**config.mk**
```make
export PLATFORM = sky130hd
export DESIGN_NAME = mc_control
export DESIGN_NICKNAME = d
export VERILOG_FILES = /design/src/rtl/mc_pkg.sv /design/src/rtl/mc_control_decode.sv /design/src/rtl/mc_control.sv
export SDC_FILE = /design/constraint.sdc
export NUM_CORES = 1
export LEC_CHECK = 0
export BUFFER_PORTS_ARGS = -buffer_cell sky130_fd_sc_hd__buf_2
export CORE_UTILIZATION = 46
export CTS_CLUSTER_SIZE = 20
export DETAILED_ROUTE_END_ITERATION = 8
export GPL_TIMING_DRIVEN = 0
export PLACE_DENSITY = 0.82
export SLEW_MARGIN = 20
export SYNTH_ARGS = -nofsm -noshare
export SYNTH_HDL_FRONTEND = slang
export SYNTH_HIERARCHICAL = 1
export SYNTH_SLANG_ARGS = --single-unit
```
**constraint.sdc**
```tcl
create_clock -name clock -period 2.8 [get_ports clock]
set_clock_uncertainty 0.15 [all_clocks]
set_input_delay 0.28 -clock clock [delete_from_list [all_inputs] [get_ports clock]]
set_output_delay 0.28 -clock clock [all_outputs]
set_load 0.005 [all_outputs]
```
**src/rtl/mc_pkg.sv**
```systemverilog
// Multicycle MIPS control: shared constants.
// Opcodes, ALU codes, FSM states, datapath selects.
package mc_pkg;

  localparam logic [5:0] OP_RTYPE = 6'b000000;
  localparam logic [5:0] OP_J     = 6'b000010;
  localparam logic [5:0] OP_JAL   = 6'b000011;
  localparam logic [5:0] OP_BEQ   = 6'b000100;
  localparam logic [5:0] OP_BNE   = 6'b000101;
  localparam logic [5:0] OP_ADDI  = 6'b001000;
  localparam logic [5:0] OP_ANDI  = 6'b001100;
  localparam logic [5:0] OP_ORI   = 6'b001101;
  localparam logic [5:0] OP_XORI  = 6'b001110;
  localparam logic [5:0] OP_LUI   = 6'b001111;
  localparam logic [5:0] OP_LW    = 6'b100011;
  localparam logic [5:0] OP_SW    = 6'b101011;

  localparam logic [5:0] FUNC_ADD  = 6'b100000;
  localparam logic [5:0] FUNC_SUB  = 6'b100010;
  localparam logic [5:0] FUNC_AND  = 6'b100100;
  localparam logic [5:0] FUNC_OR   = 6'b100101;
  localparam logic [5:0] FUNC_XOR  = 6'b100110;
  localparam logic [5:0] FUNC_SLL  = 6'b000000;
  localparam logic [5:0] FUNC_SRL  = 6'b000010;
  localparam logic [5:0] FUNC_SRA  = 6'b000011;
  localparam logic [5:0] FUNC_JR   = 6'b001000;
  localparam logic [5:0] FUNC_HAMW = 6'b111000;

  localparam logic [3:0] ALUC_ADD  = 4'b0000;
  localparam logic [3:0] ALUC_SUB  = 4'b0100;
  localparam logic [3:0] ALUC_AND  = 4'b0001;
  localparam logic [3:0] ALUC_OR   = 4'b0101;
  localparam logic [3:0] ALUC_XOR  = 4'b0010;
  localparam logic [3:0] ALUC_LUI  = 4'b0110;
  localparam logic [3:0] ALUC_SLL  = 4'b0011;
  localparam logic [3:0] ALUC_SRL  = 4'b0111;
  localparam logic [3:0] ALUC_SRA  = 4'b1111;
  localparam logic [3:0] ALUC_HAMW = 4'b1011;

  typedef enum logic [2:0] {
    S_IF   = 3'd0,
    S_ID   = 3'd1,
    S_EXE  = 3'd2,
    S_MEM  = 3'd3,
    S_WB   = 3'd4,
    S_HALT = 3'd5
  } state_t;

  localparam logic [1:0] PCS_ALU = 2'b00;
  localparam logic [1:0] PCS_BR  = 2'b01;
  localparam logic [1:0] PCS_RS  = 2'b10;
  localparam logic [1:0] PCS_JMP = 2'b11;

  localparam logic [1:0] ASA_PC = 2'b00;
  localparam logic [1:0] ASA_RS = 2'b01;
  localparam logic [1:0] ASA_SA = 2'b10;

  localparam logic [1:0] ASB_RT  = 2'b00;
  localparam logic [1:0] ASB_4   = 2'b01;
  localparam logic [1:0] ASB_IMM = 2'b10;
  localparam logic [1:0] ASB_BR  = 2'b11;

  // R-type func[2:0] and I-type op[2:0] share one
  // encoding for add/sub/and/or/xor.
  function automatic logic [3:0] aluc_arith(
    input logic [2:0] f
  );
    case (f)
      3'b010:  return ALUC_SUB;
      3'b100:  return ALUC_AND;
      3'b101:  return ALUC_OR;
      3'b110:  return ALUC_XOR;
      default: return ALUC_ADD;
    endcase
  endfunction

  function automatic logic [3:0] aluc_shift(
    input logic [1:0] f
  );
    case (f)
      2'b10:   return ALUC_SRL;
      2'b11:   return ALUC_SRA;
      default: return ALUC_SLL;
    endcase
  endfunction

endpackage

```
**src/rtl/mc_control_decode.sv**
```systemverilog
// Multicycle MIPS control: op/func classifier.
// Pure combinational instruction-class flags.
module mc_decode
  import mc_pkg::*;
(
  input  logic [5:0] op,
  input  logic [5:0] func,
  output logic       rtype,
  output logic       shift,
  output logic       itype_log,
  output logic       lw,
  output logic       sw,
  output logic       beq,
  output logic       bne,
  output logic       j,
  output logic       jal,
  output logic       jr,
  output logic       lui,
  output logic       hamw,
  output logic       legal
);

  logic r;
  logic addi;

  assign r = (op == OP_RTYPE);

  assign shift = r && (func inside {
    FUNC_SLL, FUNC_SRL, FUNC_SRA});

  assign hamw = r && (func == FUNC_HAMW);
  assign jr   = r && (func == FUNC_JR);

  // R-format ops that write rd (shifts and hamw included)
  assign rtype = shift || hamw || (r && (func inside {
    FUNC_ADD, FUNC_SUB, FUNC_AND, FUNC_OR, FUNC_XOR}));

  assign itype_log = (op inside {
    OP_ANDI, OP_ORI, OP_XORI});

  assign addi = (op == OP_ADDI);
  assign lui  = (op == OP_LUI);
  assign lw   = (op == OP_LW);
  assign sw   = (op == OP_SW);
  assign beq  = (op == OP_BEQ);
  assign bne  = (op == OP_BNE);
  assign j    = (op == OP_J);
  assign jal  = (op == OP_JAL);

  assign legal = rtype || jr || itype_log || addi
              || lui || lw || sw || beq || bne
              || j || jal;

endmodule

```
**src/rtl/mc_control.sv**
```systemverilog
// Multicycle MIPS control unit top.
// Five-step FSM driving datapath selects and strobes.
module mc_control
  import mc_pkg::*;
#(
  parameter bit ILLEGAL_TRAP = 1'b0
) (
  input  logic       clock,
  input  logic       reset,
  input  logic [5:0] op,
  input  logic [5:0] func,
  input  logic       z,
  input  logic       mem_ready,
  output logic       mem_req,
  output logic       mem_wr,
  output logic       iord,
  output logic       ir_wr,
  output logic       pc_wr,
  output logic [1:0] pcsource,
  output logic       reg_wr,
  output logic       regdst,
  output logic       m2reg,
  output logic       jal,
  output logic [3:0] aluc,
  output logic [1:0] alusrca,
  output logic [1:0] alusrcb,
  output logic       sext,
  output logic       illegal,
  output logic [2:0] state
);

  state_t cur;
  state_t nxt;

  logic d_rtype;
  logic d_shift;
  logic d_itype_log;
  logic d_lw;
  logic d_sw;
  logic d_beq;
  logic d_bne;
  logic d_j;
  logic d_jal;
  logic d_jr;
  logic d_lui;
  logic d_hamw;
  logic d_legal;
  logic [3:0] aluc_op;

  mc_decode u_decode (
    .op        (op),
    .func      (func),
    .rtype     (d_rtype),
    .shift     (d_shift),
    .itype_log (d_itype_log),
    .lw        (d_lw),
    .sw        (d_sw),
    .beq       (d_beq),
    .bne       (d_bne),
    .j         (d_j),
    .jal       (d_jal),
    .jr        (d_jr),
    .lui       (d_lui),
    .hamw      (d_hamw),
    .legal     (d_legal)
  );

  assign state = cur;

  // ALU operation for the latched instruction
  always_comb begin
    aluc_op = ALUC_ADD;
    priority case (1'b1)
      d_hamw:        aluc_op = ALUC_HAMW;
      d_lui:         aluc_op = ALUC_LUI;
      d_shift:       aluc_op = aluc_shift(func[1:0]);
      d_beq, d_bne:  aluc_op = ALUC_SUB;
      d_rtype:       aluc_op = aluc_arith(func[2:0]);
      d_itype_log:   aluc_op = aluc_arith(op[2:0]);
      default:       aluc_op = ALUC_ADD;
    endcase
  end

  // State register, restarts at instruction fetch
  always_ff @(posedge clock) begin
    if (reset) cur <= S_IF;
    else       cur <= nxt;
  end

  // Next state and all datapath controls
  always_comb begin
    nxt      = cur;
    mem_req  = 1'b0;
    mem_wr   = 1'b0;
    iord     = 1'b0;
    ir_wr    = 1'b0;
    pc_wr    = 1'b0;
    pcsource = PCS_ALU;
    reg_wr   = 1'b0;
    regdst   = 1'b0;
    m2reg    = 1'b0;
    jal      = 1'b0;
    aluc     = ALUC_ADD;
    alusrca  = ASA_PC;
    alusrcb  = ASB_RT;
    sext     = 1'b0;
    illegal  = 1'b0;
    if (reset) begin
      nxt = S_IF;
    end else begin
      unique case (cur)
        S_IF: begin
          mem_req = 1'b1;
          alusrcb = ASB_4;
          if (mem_ready) begin
            ir_wr = 1'b1;
            pc_wr = 1'b1;
            nxt   = S_ID;
          end
        end
        S_ID: begin
          // adder forms the branch target meanwhile
          alusrcb = ASB_BR;
          sext    = 1'b1;
          unique case (1'b1)
            d_j: begin
              pc_wr    = 1'b1;
              pcsource = PCS_JMP;
              nxt      = S_IF;
            end
            d_jal: begin
              pc_wr    = 1'b1;
              pcsource = PCS_JMP;
              reg_wr   = 1'b1;
              jal      = 1'b1;
              nxt      = S_IF;
            end
            d_jr: begin
              pc_wr    = 1'b1;
              pcsource = PCS_RS;
              nxt      = S_IF;
            end
            !d_legal: begin
              illegal = 1'b1;
              nxt = ILLEGAL_TRAP ? S_HALT : S_IF;
            end
            default: nxt = S_EXE;
          endcase
        end
        S_EXE: begin
          aluc = aluc_op;
          if (d_rtype) begin
            alusrca = d_shift ? ASA_SA : ASA_RS;
            alusrcb = ASB_RT;
          end else if (d_beq || d_bne) begin
            alusrca = ASA_RS;
            alusrcb = ASB_RT;
          end else begin
            alusrca = ASA_RS;
            alusrcb = ASB_IMM;
            sext    = !d_itype_log;
          end
          unique case (1'b1)
            d_beq: begin
              pc_wr    = z;
              pcsource = PCS_BR;
              nxt      = S_IF;
            end
            d_bne: begin
              pc_wr    = !z;
              pcsource = PCS_BR;
              nxt      = S_IF;
            end
            d_lw, d_sw: nxt = S_MEM;
            default:    nxt = S_WB;
          endcase
        end
        S_MEM: begin
          mem_req = 1'b1;
          iord    = 1'b1;
          mem_wr  = d_sw;
          if (mem_ready) nxt = d_lw ? S_WB : S_IF;
        end
        S_WB: begin
          reg_wr = 1'b1;
          regdst = d_rtype;
          m2reg  = d_lw;
          nxt    = S_IF;
        end
        S_HALT: nxt = S_HALT;
        default: nxt = S_IF;
      endcase
    end
  end

endmodule

```
[After elaboration in Yosys (flattened, before gate mapping)]
Index checks and enable logic that the tools add are counted.
Cells by class
  add/subtract/negate cells: 0
  multipliers: 0
  divide/modulo/power cells: 0
  order comparisons: 0
  eq/ne operators: 37
  shifts and indexed selects: 0
  muxes and demuxes: 58
  bitwise operators: 0
  reduce and logical (&&, ||, !) cells: 33
Operator list (count)
  6-bit equality test (second input constant): 8
  6-bit by 4-bit equality test with 1-bit output (second input constant): 6
  4-bit two-way mux: 8
  1-bit two-way mux: 26
  3-bit equality test (second input constant): 8
  6-bit by 2-bit equality test with 1-bit output (second input constant): 4
  3-bit case mux with 4 select lines: 2
  2-bit two-way mux: 9
  3-bit case mux with 5 select lines: 1
  1-bit logical OR: 13
  3-bit by 2-bit equality test with 1-bit output (second input constant): 4
  6-bit by 3-bit equality test with 1-bit output (second input constant): 2
  6-bit logical NOT: 2
  3-bit two-way mux: 3
  2-bit case mux with 2 select lines: 2
  4-bit case mux with 2 select lines: 1
  2-bit OR reduction: 4
  1-bit case mux with 2 select lines: 3
  2-bit case mux with 3 select lines: 1
  3-bit case mux with 2 select lines: 1
  3-bit nonzero test: 2
  5-bit nonzero test: 1
  2-bit equality test (second input constant): 2
  1-bit logical AND: 4
  other kinds (8): 11
Storage, ports and cells
  register bits: 3
  bits in latches: 0
  RAM bits: 0
  memory bits (read-only): 0
  input bits: 16
  output and inout bits: 24
  memories: 0

[Logic depth before layout (Yosys ltp)]
Gate-level depths: netlist of the first run.
  depth after elaboration: 19
  mapped depth: 9

[By module]
The synthesis of the first run kept the hierarchy.
By module, submodules not included
  mc_control: instances 1, cells an instance 91, area each 580.6 um^2, seq. area each 60.1 um^2
  mc_decode: instances 1, cells an instance 37, area each 277.8 um^2, seq. area each 0.0 um^2

[Worst setup path before layout of the first run]
Ideal clock, no wire load.
  kind: in2out
  start point: input port op[3]
  end point: output port aluc[2]
  arrival: 2273 ps
  setup slack: 97 ps
  stages on the path: 8
  buffers on the path: 2
  path through: buf_6 or4_4 or3_4 a2111oi_2 clkbuf_1 o21bai_1 a211oi_1 nor4_1
On the way
  longest elaborated chain between the ends: 11
  elaborated cells on any way between the ends: 22
  classes of those cells: eq/ne: 6; mux: 8; reduce/logical: 8
RTL lines
  start: declaration: RTL line mc_control.sv:10  | input logic [5:0] op,
  6-bit logical NOT *: RTL line mc_control_decode.sv:26  | assign r = (op == OP_RTYPE);
  1-bit logical AND *: RTL line mc_control_decode.sv:28  | assign shift = r && (func inside {
  net d_shift: RTL line mc_control.sv:36  | logic d_shift;
  1-bit logical OR (2 in series): RTL line mc_control_decode.sv:35  | assign rtype = shift || hamw || (r && (func inside {
  4-bit two-way mux (2 in series): RTL line mc_control.sv:73  | priority case (1'b1)
  4-bit two-way mux * (3 in series): RTL line mc_control.sv:73
  4-bit two-way mux *: RTL line mc_control.sv:111  | unique case (cur)
  4-bit two-way mux *: RTL line mc_control.sv:108  | if (reset) begin
  end: declaration: RTL line mc_control.sv:24  | output logic [3:0] aluc,
Mark *: on every way through the listed nets, which the timed path passes. The rest lies on a longest branch.

[Worst setup path in the final report of the first run]
Ends and elaborated chain as after synthesis.

==> summary.md, run 1 <==
The run finished with clean final reports. The number of buffers created by CTS is 3, and the number of instances on the worst hold path is 2. The cell-internal power is 0.140 mW. The cell at the root of the clock tree was sky130_fd_sc_hd__clkbuf_4. The number of maximum-capacitance violations was 0; the number of nets in the final layout was 190. Routability-driven placement finished with a final weighted congestion of 0.836. Entering global routing, the biggest net connects 12 pins. The minimum period implied by the final worst setup slack was 2.73 ns; the length in cells of the worst reg-to-reg path was 5. The run gives 2 as the maximum root-to-sink buffer count.

For this design the static power due to leakage is 0.487 nW. The mean cell area of the mapped netlist was 6.71 um^2; the number of input and output port buffers inserted was 38. The CTS H-tree depth was 1; the core area was 0.00175 mm^2.

The tools report the data arrival time of the critical path as 2.30 ns. The logs give 0 for the number of antenna violations at the first check in global routing and 44.0% for the power share of the combinational group. In the finished design, the share of the clock period the worst path needs comes to 97.3%. Of all flip-flops after synthesis, the portion carrying an async set or reset was 0%.

The headroom to the max-slew limit was 47.1%; the final wirelength was 2650 um. After detailed routing, the average wire length per cell comes to 13.4 um. TritonCTS built the clock tree. For this design the total switching power over the nets is 0.0884 mW. By area the synthesized netlist is led by sky130_fd_sc_hd__dfxtp_1 7.0%, sky130_fd_sc_hd__nand2_1 6.1%, sky130_fd_sc_hd__a21oi_1 5.2%. The worst setup path is captured at a primary output.

Walking the worst path, the cells encountered are buf_12 -> or4_4 -> or3_4 -> a2111oi_4 -> buf_4 -> o21bai_1 -> a211oi_1 -> nor4_1 -> buf_2. The fraction of layout instances using a drive strength above 1 is 37.0%. Summed over all layers, the global routing overflow is 0. The share of total power dissipated in sequential elements is 21.0%. Among all flip-flop cells after synthesis, the most frequent one is sky130_fd_sc_hd__dfxtp_1.

The run gives 7.00% as the sequential-to-total area share from yosys stat. For this run, the number of Yosys warnings is 6. Pin placement for this block handled 40 I/O pins.

The largest driver fanout on the critical path was 9. Overall power consumption after layout is estimated at 0.229 mW. The most common cell in the synthesized netlist is sky130_fd_sc_hd__nand2_1. Before antenna repair, the detailed router went through 4 iterations.

The critical path in this run is classified as input pin to primary output. The post-synthesis to final-layout area growth was 37.3%; the top-area cell type share of the netlist area was 7.00%. Number of hold-repair buffers added at the cts stage: 0.

The slew at the pin closest to its max-slew limit was 0.786 ns. After detailed placement, the total cell area comes to 0.00108 mm^2. In the routed design, unresolved DRC markers number 0. The via count of the first global-routing pass is 981, and the fill cell instance count of the final layout is 156. The via-per-instance ratio was 5.99.

For this block, the initial DRC count from the detailed router was 48. Yosys mapped the design onto 47 distinct sky130hd cell types. In this run the vertical extent of the chip is 45.2 um. The initial utilization of the core area, before any placement, comes to 49.2%. STA puts the critical path data required time at 2.37 ns.

The count of endpoints failing hold in the final timing report came out at 0. The critical path's largest stage delay works out to 0.53 ns. The cell with the largest stage delay on the worst path is sky130_fd_sc_hd__or4_4.

The synthesized netlist cell count is 128, and the HPWL after detailed placement is 1920 um. The tools report the synthesized cell area as 858 um^2. Number of slew-limit violations in the final report: 0. The width of the die is 45.2 um, and the number of synthesized flops with an enable pin is 0. The worst-case IR drop observed on VDD is 0.0856 mV. The tools report the final setup violation count as 0. Across all layers, the routed design uses 1186 vias. Setup repair after global routing could not meet its margin everywhere.

The classification of the worst-slack hold path was input pin to register. The repair_antennas step left the layout with diodes totalling 0. Power spread over the standard cell area amounts to 194 mW/mm^2. Area of the die: 0.00204 mm^2. The share of total power consumed by net switching is 38.7%, and the global-route total usage across every layer is 27.3%. The number of flip-flops in the largest register works out to 3. STA classifies the critical path startpoint as an input pin.

Based on the critical path, the design can be clocked at up to 367 MHz. The run gives 0.00118 mm^2 as the final cell area excluding filler cells. In this run, the clock network consumes 35.0% of the power. At the later pin of the worst-skew pair, clock insertion delay measures 0.24 ns. The CTS clock-pin slew for the worst setup and hold paths was 0.04 ns; the site row count was 15. The wire length of the first global-routing pass came out at 4230 um. The cell taking the most area after synthesis is sky130_fd_sc_hd__dfxtp_1. The logs give 0 ns for the accumulated negative setup slack and 3 for the number of sinks driven by the clock tree. In the synthesized netlist, the cells that appear most often are 14 x sky130_fd_sc_hd__nand2_1, 12 x sky130_fd_sc_hd__nor2_1, 9 x sky130_fd_sc_hd__a21oi_1. Synthesis produced a netlist with a net count of 144. The number of register bits inferred by synthesis is 3. The detail route stage leaves a number of antenna-violating nets equal to 0.
## worst max-delay path, delay by kind of cell
kind | cells | cell delay [ns]
and+or+nand+nor | 3 | 1.18
buffers and inverters | 3 | 0.45
AOI/OAI and AO/OA | 3 | 0.38
## path summary, 6_finish.rpt
check                             start               endpoint  slack [ns]
setup / recovery                  op[3]                aluc[2]        0.07
hold / removal                    reset  state[0]$_SDFFE_PP0P_        0.14
setup reg to reg  state[1]$_SDFFE_PP0P_  state[1]$_SDFFE_PP0P_        1.27
hold reg to reg   state[0]$_SDFFE_PP0P_  state[0]$_SDFFE_PP0P_        0.45
## cell families after synthesis
| group | share of synthesized area [%] |
|---|---|
| flops | 7.00 |
| mux | 1.31 |
| compound gates | 27.6 |
| buf+inv | 7.14 |
| simple gates | 57.0 |
## placed cells by master, fill, tap and decap left out, types with 2 or more instances in the layout
master,count
sky130_fd_sc_hd__or4b_2,2
sky130_fd_sc_hd__nand2_1,14
sky130_fd_sc_hd__nor3_1,6
sky130_fd_sc_hd__nor3b_1,5
sky130_fd_sc_hd__nor4b_1,3
sky130_fd_sc_hd__a211oi_1,4
sky130_fd_sc_hd__buf_6,2
sky130_fd_sc_hd__a31oi_1,3
sky130_fd_sc_hd__nand2b_1,4
sky130_fd_sc_hd__or3b_1,2
sky130_fd_sc_hd__nor4_1,3
sky130_fd_sc_hd__a21oi_1,9
sky130_fd_sc_hd__o21ai_0,7
sky130_fd_sc_hd__buf_4,5
sky130_fd_sc_hd__clkbuf_4,3
sky130_fd_sc_hd__buf_2,38
sky130_fd_sc_hd__o21bai_1,3
sky130_fd_sc_hd__nor2b_1,4
sky130_fd_sc_hd__a21o_1,2
sky130_fd_sc_hd__and4_1,2
sky130_fd_sc_hd__clkbuf_1,2
sky130_fd_sc_hd__nor2_1,12
sky130_fd_sc_hd__and2_1,4
sky130_fd_sc_hd__inv_1,4
sky130_fd_sc_hd__dfxtp_1,3
## layer usage
metal	GRT usage [%]	part of all wire [%]	up-vias
li1	-	-	581
met1	37.9	44	549
met2	43.8	49	53
met3	2.00	6.0	3
met4	10.3	0.64	0
met5	0	0	-
## power by group through the flow
stage               Combinational, mW  Clock (mW)  Sequential (mW)
floorplan                      0.0500           0           0.0482
global placement               0.0897           0           0.0484
detailed placement             0.0924           0           0.0486
CTS                            0.0947      0.0787           0.0479
global route                    0.112      0.0812           0.0484
finish                          0.101      0.0800           0.0481
## timing repair
action | 4_1_cts | 5_1_grt
pin swaps | 5 | 2
setup buffers | 3 | 0
hold endpoints to repair | 0 | 0
resized for setup | 4 | 7
setup endpoints to repair | 3 | 3
## metrics by stage
stage / utilization, % / hold WS, ns / setup WS (ns) / cells
3_5_place_dp: 61.9 / 0.371 / -0.236 / 191
5_1_grt: 67.5 / 0.147 / -0.00151 / 198
6_report: 67.5 / 0.142 / 0.0743 / 198
2_1_floorplan: - / 0.199 / 0.0973 / 128
4_1_cts: 65.9 / 0.131 / 0.000697 / 198
3_3_place_gp: 61.9 / 0.370 / -0.192 / 191
## layout make-up
class | count | area (um^2) | share of cell area (%)
buffer | 6 | 55.1 | 4.67
timing repair buffer | 41 | 219 | 18.6
multi-input combinational | 114 | 768 | 65.2
inverter | 5 | 18.8 | 1.59
sequential | 3 | 60.1 | 5.10
clock buffer | 4 | 26.3 | 2.23
tap | 25 | 31.3 | 2.65
(Power assumes the default switching activity.)
==> run 2, diff against run 1 <==
- CORE_UTILIZATION: 46 -> 44
- SYNTH_HIERARCHICAL: 1 -> unset
==> summary.md, run 2 <==
The logs give 0 (unchanged) for the diode insertion count for antenna repair and 0 (unchanged) for the number of antenna violations at the first check in global routing. The CTS clock-pin slew for the worst setup and hold paths is 0.04 ns (about the same). Setup repair after global routing left no endpoint under its margin. The tools report the residual overflow from global routing as 0 (unchanged).

The net load switching power is 0.0708 mW (was 0.0884 mW). Cell with the largest stage delay on the worst path: sky130_fd_sc_hd__a2111oi_0 (was sky130_fd_sc_hd__or4_4). The multiplexer share of the synthesized area came out at 0% (was 1.31%). The cell at the root of the clock tree is sky130_fd_sc_hd__clkbuf_4 (unchanged). The maximum root-to-sink buffer count is 2 (unchanged), and the CTS H-tree depth is 1 (unchanged).

The run gives 30 (was 48) as the DRC violation total after the first TritonRoute iteration. The number of nets in the final layout is 170 (was 190), and the share of async-settable or async-resettable flops after synthesis is 0% (unchanged). The sequential-to-total area share from yosys stat came out at 8.25% (was 7.00%). The logs give 56.3% (was 47.1%) for the headroom to the max-slew limit and 0 ns (unchanged) for the accumulated negative setup slack. The post-route antenna net violation count was 0 (unchanged); the number of maximum-capacitance violations was 0 (unchanged).

The fraction of the cycle the final worst path needs works out to 83.0% (was 97.3%). The final design utilization is 62.6% (was 67.5%). The flow ran to the end, and the final reports show no timing, DRC or antenna violations. The number of synthesized flops with an enable pin came out at 0 (unchanged).

The commonest non-fill, non-tap cell in the layout is sky130_fd_sc_hd__buf_2 (unchanged). The minimum period implied by the final worst setup slack is 2.32 ns (was 2.73 ns). The data required time at the worst endpoint was 2.37 ns (about the same). The vertical die dimension is 42.7 um (was 45.2 um). The xor/xnor cell area share of the yosys netlist is 1.20% (was 0%), and the timing-limited maximum frequency is 430 MHz (was 367 MHz).

The category of the worst setup path launch point was an input pin (unchanged). The number of register bits inferred by synthesis was 3 (unchanged). Critical path class: input pin to primary output (unchanged).

For the net count after synthesis, the log shows 129 (was 144). The largest driver fanout on the critical path works out to 8 (was 9). For the number of I/O pins, the log shows 40 (unchanged).

The tools report the largest net degree at the start of global routing as 11 (was 12). The count of endpoints failing hold in the final timing report was 0 (unchanged). The post-synthesis to final-layout area growth was 31.1% (was 37.3%).

For the number of hold-repair buffers added at the cts stage, the log shows 0 (unchanged). The run gives 0 (was 4) as the count of cells resized by post-cts repair. Most used standard cells in the synthesized netlist: 15 x sky130_fd_sc_hd__nor2_1, 11 x sky130_fd_sc_hd__nand2_1, 11 x sky130_fd_sc_hd__nor3_1 (was 14 x sky130_fd_sc_hd__nand2_1, 12 x sky130_fd_sc_hd__nor2_1, 9 x sky130_fd_sc_hd__a21oi_1). The area of the die is 0.00182 mm^2 (was 0.00204 mm^2), and the adder-cell share of the synthesized area is 0% (unchanged). Commonest cells after routing, fill and taps aside: 39 x sky130_fd_sc_hd__buf_2, 15 x sky130_fd_sc_hd__nor2_1, 11 x sky130_fd_sc_hd__nand2_1, 11 x sky130_fd_sc_hd__nor3_1 (was 38 x sky130_fd_sc_hd__buf_2, 14 x sky130_fd_sc_hd__nand2_1, 12 x sky130_fd_sc_hd__nor2_1, 9 x sky130_fd_sc_hd__a21oi_1, 7 x sky130_fd_sc_hd__o21ai_0). For the leakage dissipation, the log shows 0.435 nW (was 0.487 nW). The fraction of the mapped netlist area in compound gates came out at 30.9% (was 27.6%).

The via-per-instance ratio was 6.09 (was 5.99). Leading cell types by total area after synthesis: sky130_fd_sc_hd__dfxtp_1 8.2%, sky130_fd_sc_hd__nor2_1 7.7%, sky130_fd_sc_hd__nor3_1 7.6% (was sky130_fd_sc_hd__dfxtp_1 7.0%, sky130_fd_sc_hd__nand2_1 6.1%, sky130_fd_sc_hd__a21oi_1 5.2%). For the number of distinct library cells after synthesis, the log shows 45 (was 47).

The number of search-and-repair iterations in the first detailed-routing pass was 4 (unchanged); the data arrival time of the critical path was 1.89 ns (was 2.30 ns). Critical path cell sequence: buf_2 -> nor4_4 -> nand2_2 -> a2111oi_0 -> a311oi_1 -> nor2_1 -> buf_2 (was buf_12 -> or4_4 -> or3_4 -> a2111oi_4 -> buf_4 -> o21bai_1 -> a211oi_1 -> nor4_1 -> buf_2). The tools report the via count as 1030 (was 1186). The classification of the worst-slack hold path was input pin to register (unchanged). The fraction of layout instances using a drive strength above 1 was 32.7% (was 37.0%). The number of sinks driven by the clock tree is 3 (unchanged), and the number of input and output port buffers inserted is 36 (was 38). The via count of the first global-routing pass is 856 (was 981), and the fill cell instance count of the final layout is 154 (was 156). Largest family of logic cells by synthesized area: simple AND/OR/NAND/NOR gates (unchanged). The slew at the pin closest to its max-slew limit works out to 0.638 ns (was 0.786 ns). The core area came out at 0.00152 mm^2 (was 0.00175 mm^2). The final RePlAce weighted congestion is 0.832 (was 0.836). The routed length per instance is 13.0 um (was 13.4 um), and the cell-internal power is 0.130 mW (was 0.140 mW). The number of DRC violations after detailed routing is 0 (unchanged). The clock insertion delay at the later pin of the skew report is 0.23 ns (was 0.24 ns). For the final setup violation count, the log shows 0 (unchanged).

The synthesized cell area was 728 um^2 (was 858 um^2); the peak ir drop on the vdd network was 0.198 mV (was 0.0856 mV). Cell taking the most area after synthesis: sky130_fd_sc_hd__dfxtp_1 (unchanged). The final wirelength was 2200 um (was 2650 um); the site row count was 14 (was 15). HPWL after detailed placement: 1730 um (was 1920 um).

The most numerous cell type found on the critical path is sky130_fd_sc_hd__buf_2. The register share of total power was 22.5% (was 21.0%); the width of the die was 42.7 um (was 45.2 um). The count of synthesis-stage warnings from yosys was 0 (was 6); the top-area cell type share of the netlist area was 8.25% (was 7.00%). The starting utilization of the core area was 47.8% (was 49.2%); the ratio of total power to cell area was 211 mW/mm^2 (was 194 mW/mm^2). The mean cell area of the mapped netlist is 6.44 um^2 (was 6.71 um^2).

Global-route total usage across every layer: 23.7% (was 27.3%). The simple-gate area share of the yosys netlist was 53.4% (was 57.0%). Post-CTS repair timing setup buffer count: 0 (was 3). The prevailing post-synth register cell is sky130_fd_sc_hd__dfxtp_1 (unchanged). Power share of the combinational group: 41.0% (was 44.0%). The most common cell in the synthesized netlist is sky130_fd_sc_hd__nor2_1 (was sky130_fd_sc_hd__nand2_1). Critical path endpoint category: a primary output (unchanged). The number of slew-limit violations in the final report was 0 (unchanged).

TritonCTS built the clock tree. The tools report the synthesized netlist cell count as 113 (was 128). The tools report the number of buffers created by CTS as 3 (unchanged). The number of flip-flops in the largest register works out to 3 (unchanged).

Critical path's largest stage delay: 0.55 ns (was 0.53 ns). Wire length of the first global-routing pass: 3440 um (was 4230 um). The share of total power consumed by net switching works out to 35.2% (was 38.7%). For the fraction of power consumed by the clock network, the log shows 36.4% (was 35.0%).
## run 2: per-stage QoR
step                      hold slack (ns)  setup WS, ns  std cells  cell area [um^2]  power, mW
after global routing                0.134         0.344        169               955      0.219
after detailed placement            0.355         0.531        165               928      0.127
final                               0.126         0.476        169               955      0.201
after global placement              0.346         0.589        165               928      0.124
after CTS                           0.114         0.505        169               955      0.203
after floorplan                     0.199         0.848        113               728     0.0920
## run 2: path summary, 6_finish.rpt
kind                                             from                    end  slack (ns)  cells after the start
worst max-delay path                            op[3]                aluc[0]        0.48                      7
worst min-delay path                            reset  state[2]$_SDFFE_PP0P_        0.13                      2
worst max register to register  state[0]$_SDFFE_PP0P_  state[0]$_SDFFE_PP0P_        1.17                      6
worst min register to register  state[2]$_SDFFE_PP0P_  state[2]$_SDFFE_PP0P_        0.44                      2
## run 2: routing by layer
| layer | global-route usage (%) | up-vias | part of all wire (%) |
|---|---|---|---|
| met1 | 30.6 | 474 | 45 |
| li1 | - | 508 | - |
| met5 | 0 | - | 0 |
| met2 | 41.5 | 46 | 49 |
| met4 | 5.00 | 0 | 0.45 |
| met3 | 2.98 | 2 | 6.1 |
## run 2: power groups by stage
stage | logic (mW) | clock network, mW | registers, mW
after global placement | 0.0785 | 0 | 0.0458
after floorplan | 0.0460 | 0 | 0.0460
final | 0.0825 | 0.0733 | 0.0453
after detailed placement | 0.0813 | 0 | 0.0459
after CTS | 0.0815 | 0.0765 | 0.0452
after global routing | 0.0911 | 0.0828 | 0.0454
## run 2: layout make-up
type                            count  area [um^2]  area share [%]
Multi-Input combinational cell     99          623            65.3
Timing Repair Buffer               36          180            18.9
Sequential cell                     3         60.1            6.29
Clock buffer                        4         26.3            2.75
Inverter                            7         26.3            2.75
Tap cell                           16         20.0            2.10
Buffer                              4         18.8            1.97
## run 2: cells by family after synthesis
family,after synthesis
AO/OA/AOI/OAI,29
XOR/XNOR,1
buffers and inverters,11
flip-flops,3
AND/OR/NAND/NOR,69
## run 2: worst max-delay path, delay by kind of cell
kind,cells,cell delay (ns)
AO/OA/AOI/OAI,2,0.65
buffers and inverters,2,0.27
AND/OR/NAND/NOR,3,0.68
==> run 3, diff against run 2 <==
- CORE_UTILIZATION: 44 -> 40
- PLACE_DENSITY: 0.82 -> 0.79
- clock period: 2.8 -> 1.9 ns (I/O delays scaled with it)
==> summary.md, run 3 (same netlist as run 2, synthesis figures left out) <==
The run finished, with violations left. The final reports fail on setup timing. The tools report the data arrival time of the critical path as 1.60 ns (was 1.89 ns). The core area is 0.00171 mm^2 (was 0.00152 mm^2). CTS clock-pin slew for the worst setup and hold paths: 0.03 ns (was 0.04 ns). The critical path's largest stage delay came out at 0.46 ns (was 0.55 ns).

Critical path cell sequence: buf_12 -> nor4_4 -> nand2_2 -> o41a_1 -> a21oi_2 -> a32o_2 -> buf_2 (was buf_2 -> nor4_4 -> nand2_2 -> a2111oi_0 -> a311oi_1 -> nor2_1 -> buf_2). The number of buffer and inverter instances along the worst setup path works out to 2 (unchanged). The tools report the number of antenna violations at the first check in global routing as 0 (unchanged).

The tools report the instance count after placement with tap cells included as 174 (was 165). The commonest non-fill, non-tap cell in the layout was sky130_fd_sc_hd__buf_2 (unchanged). The tools report the end of the worst register-to-register path as state[0]$_SDFFE_PP0P_ (unchanged).

The logs give 191 (was 169) for the number of standard cells in the layout, taps in and fillers out and 0.329 mW (was 0.201 mW) for the overall power after layout. The logs give 0 (unchanged) for the count of endpoints failing hold in the final timing report and 0 (unchanged) for the residual overflow from global routing. The final cell area excluding filler cells is 0.00121 mm^2 (was 955 um^2).

The via count of the first global-routing pass is 905 (was 856), and the timing-limited maximum frequency is 514 MHz. The clock insertion delay at the later pin of the skew report is 0.23 ns (about the same), and the site row count is 15 (was 14). The tools report the category of the worst setup path launch point as an input pin (unchanged). The wire length of the first global-routing pass is 3800 um (was 3440 um), and the maximum root-to-sink buffer count is 2 (unchanged). The slew at the pin closest to its max-slew limit is 0.386 ns (was 0.638 ns). Commonest cells after routing, fill and taps aside: 34 x sky130_fd_sc_hd__buf_2, 14 x sky130_fd_sc_hd__buf_4, 12 x sky130_fd_sc_hd__nor2_1, 10 x sky130_fd_sc_hd__nand2_1, 7 x sky130_fd_sc_hd__nand3_1 (was 39 x sky130_fd_sc_hd__buf_2, 15 x sky130_fd_sc_hd__nor2_1, 11 x sky130_fd_sc_hd__nand2_1, 11 x sky130_fd_sc_hd__nor3_1). For the reg-to-reg setup timing slack, the log shows 0.56 ns (was 1.17 ns). The smallest clock period supported by the final layout is computed as 1.94 ns. The number of search-and-repair iterations in the first detailed-routing pass was 4 (unchanged). Setup repair after global routing could not meet its margin everywhere. The largest driver fanout on the critical path was 5 (was 8). Cell area reported after detailed placement: 940 um^2 (was 928 um^2).

The final setup violation count is 4 (was 0). TritonCTS built the clock tree. The number of sinks driven by the clock tree is 3 (unchanged). The width of the die is 44.7 um (was 42.7 um), and the DRC violation total after the first TritonRoute iteration is 39 (was 30). The run gives 0 (unchanged) as the post-route antenna net violation count.

The cell at the root of the clock tree is sky130_fd_sc_hd__clkbuf_4 (unchanged). The tools report the end point of the worst hold path as state[0]$_SDFFE_PP0P_ (was state[2]$_SDFFE_PP0P_). For the leakage dissipation, the log shows 0.538 nW (was 0.435 nW).

The peak ir drop on the vdd network was 0.387 mV (was 0.198 mV); the number of flip-flops in the largest register was 3 (unchanged). The starting utilization of the core area is 42.6% (was 47.8%), and the vertical die dimension is 44.7 um (was 42.7 um). The cell with the largest stage delay on the worst path was sky130_fd_sc_hd__o41a_1 (was sky130_fd_sc_hd__a2111oi_0). The length in cells of the worst reg-to-reg path is 5 (was 6). The largest net degree at the start of global routing is 11 (unchanged), and the via count is 1125 (was 1030). The headroom to the max-slew limit came out at 74.2% (was 56.3%). The diode insertion count for antenna repair is 0 (unchanged), and the fraction of layout instances using a drive strength above 1 is 51.2% (was 32.7%). Startpoint of the worst hold path: reset (unchanged). The final RePlAce weighted congestion is 0.856 (was 0.832), and the fraction of the cycle the final worst path needs is 102%. The routed length per instance is 14.0 um (was 13.0 um), and the final wirelength is 2670 um (was 2200 um). The number of nets in the final layout came out at 183 (was 170).

The run gives 0 (unchanged) as the number of slew-limit violations in the final report. The post-synthesis to final-layout area growth was 66.3% (was 31.1%); the data required time at the worst endpoint was 1.56 ns (was 2.37 ns). The number of maximum-capacitance violations is 0 (unchanged), and the CTS H-tree depth is 1 (unchanged). The classification of the worst-slack hold path is input pin to register (unchanged). The reg-to-reg startpoint is state[0]$_SDFFE_PP0P_ (unchanged). The largest delay contributor family on the critical path was compound AO/OA/AOI/OAI gates (was simple AND/OR/NAND/NOR gates). For the area of the die, the log shows 0.00199 mm^2 (was 0.00182 mm^2). The number of buffers created by CTS was 3 (unchanged). The number of instances on the worst hold path is 2 (unchanged), and the HPWL after detailed placement is 1710 um (was 1730 um). The ratio of total power to cell area is 272 mW/mm^2 (was 211 mW/mm^2). The run gives 25.1% (was 23.7%) as the global-route total usage across every layer.

The number of input and output port buffers inserted is 36 (unchanged). Critical path class: input pin to primary output (unchanged). The number of DRC violations after detailed routing is 0 (unchanged). The via-per-instance ratio is 5.89 (was 6.09). Post-layout worst setup margin: -0.0448 ns (was 0.476 ns). The tools report the critical path endpoint category as a primary output (unchanged). The number of I/O pins was 40 (unchanged).
## run 3: worst max path at each step
stage	startpoint	to	depth (start not counted)
final	op[3]	pc_wr	7
after floorplan	func[2]	pc_wr	5
after global placement	op[3]	aluc[0]	7
after global routing	op[3]	pc_wr	7
after CTS	func[0]	pc_wr	6
after detailed placement	op[3]	pc_wr	7
## run 3: routing by layer
metal | wire, um | global-route usage [%] | up-vias
li1 | - | - | 533
met5 | 0 | 0 | -
met2 | 1340 | 42.6 | 57
met3 | 172 | 3.27 | 6
met1 | 1100 | 32.5 | 529
met4 | 50 | 8.48 | 0
## run 3: worst register-to-register path, stage by stage, from the launching register on
cell and delay, ns:
sky130_fd_sc_hd__dfxtp_4 0.41, sky130_fd_sc_hd__inv_2 0.09, sky130_fd_sc_hd__nor2_1 0.11, sky130_fd_sc_hd__a21oi_1 0.07, sky130_fd_sc_hd__a211o_1 0.31, sky130_fd_sc_hd__a21oi_1 0.13
## run 3: report_power, final
part,total (mW),internal [mW],leakage [nW],switching [mW]
Clock,0.106,0.0784,0.0150,0.0280
Sequential,0.0697,0.0639,0.0264,0.00574
Combinational,0.153,0.0690,0.496,0.0844
## run 3: area by class of cell
type / instances / area [um^2]
Fill cell: 133 / 497
Clock buffer: 4 / 26.3
Sequential cell: 3 / 68.8
Buffer: 3 / 21.3
Inverter: 7 / 26.3
Timing Repair Buffer: 50 / 323
Tap cell: 25 / 31.3
Multi-Input combinational cell: 99 / 714
## run 3: timing repair
| item | 4_1_cts | 5_1_grt |
|---|---|---|
| endpoints found under the setup margin | 13 | 10 |
| hold endpoints to repair | 0 | 0 |
| hold buffers | 0 | 0 |
| pin swaps | 8 | 8 |
| setup buffers | 8 | 6 |
| gates cloned | 0 | 0 |
| gates resized for setup | 21 | 23 |
## run 3: per-stage QoR
| step | TNS [ns] | setup slack (ns) | util (%) | hold slack (ns) |
|---|---|---|---|---|
| after global placement | -0.547 | -0.161 | 55.0 | 0.255 |
| final | -0.0627 | -0.0448 | 70.9 | 0.0276 |
| after detailed placement | -0.582 | -0.128 | 55.0 | 0.263 |
| after CTS | -0.0922 | -0.0560 | 64.1 | 0.0222 |
| after global routing | -0.420 | -0.107 | 70.9 | 0.0365 |
| after floorplan | 0 | 0.128 | - | 0.109 |
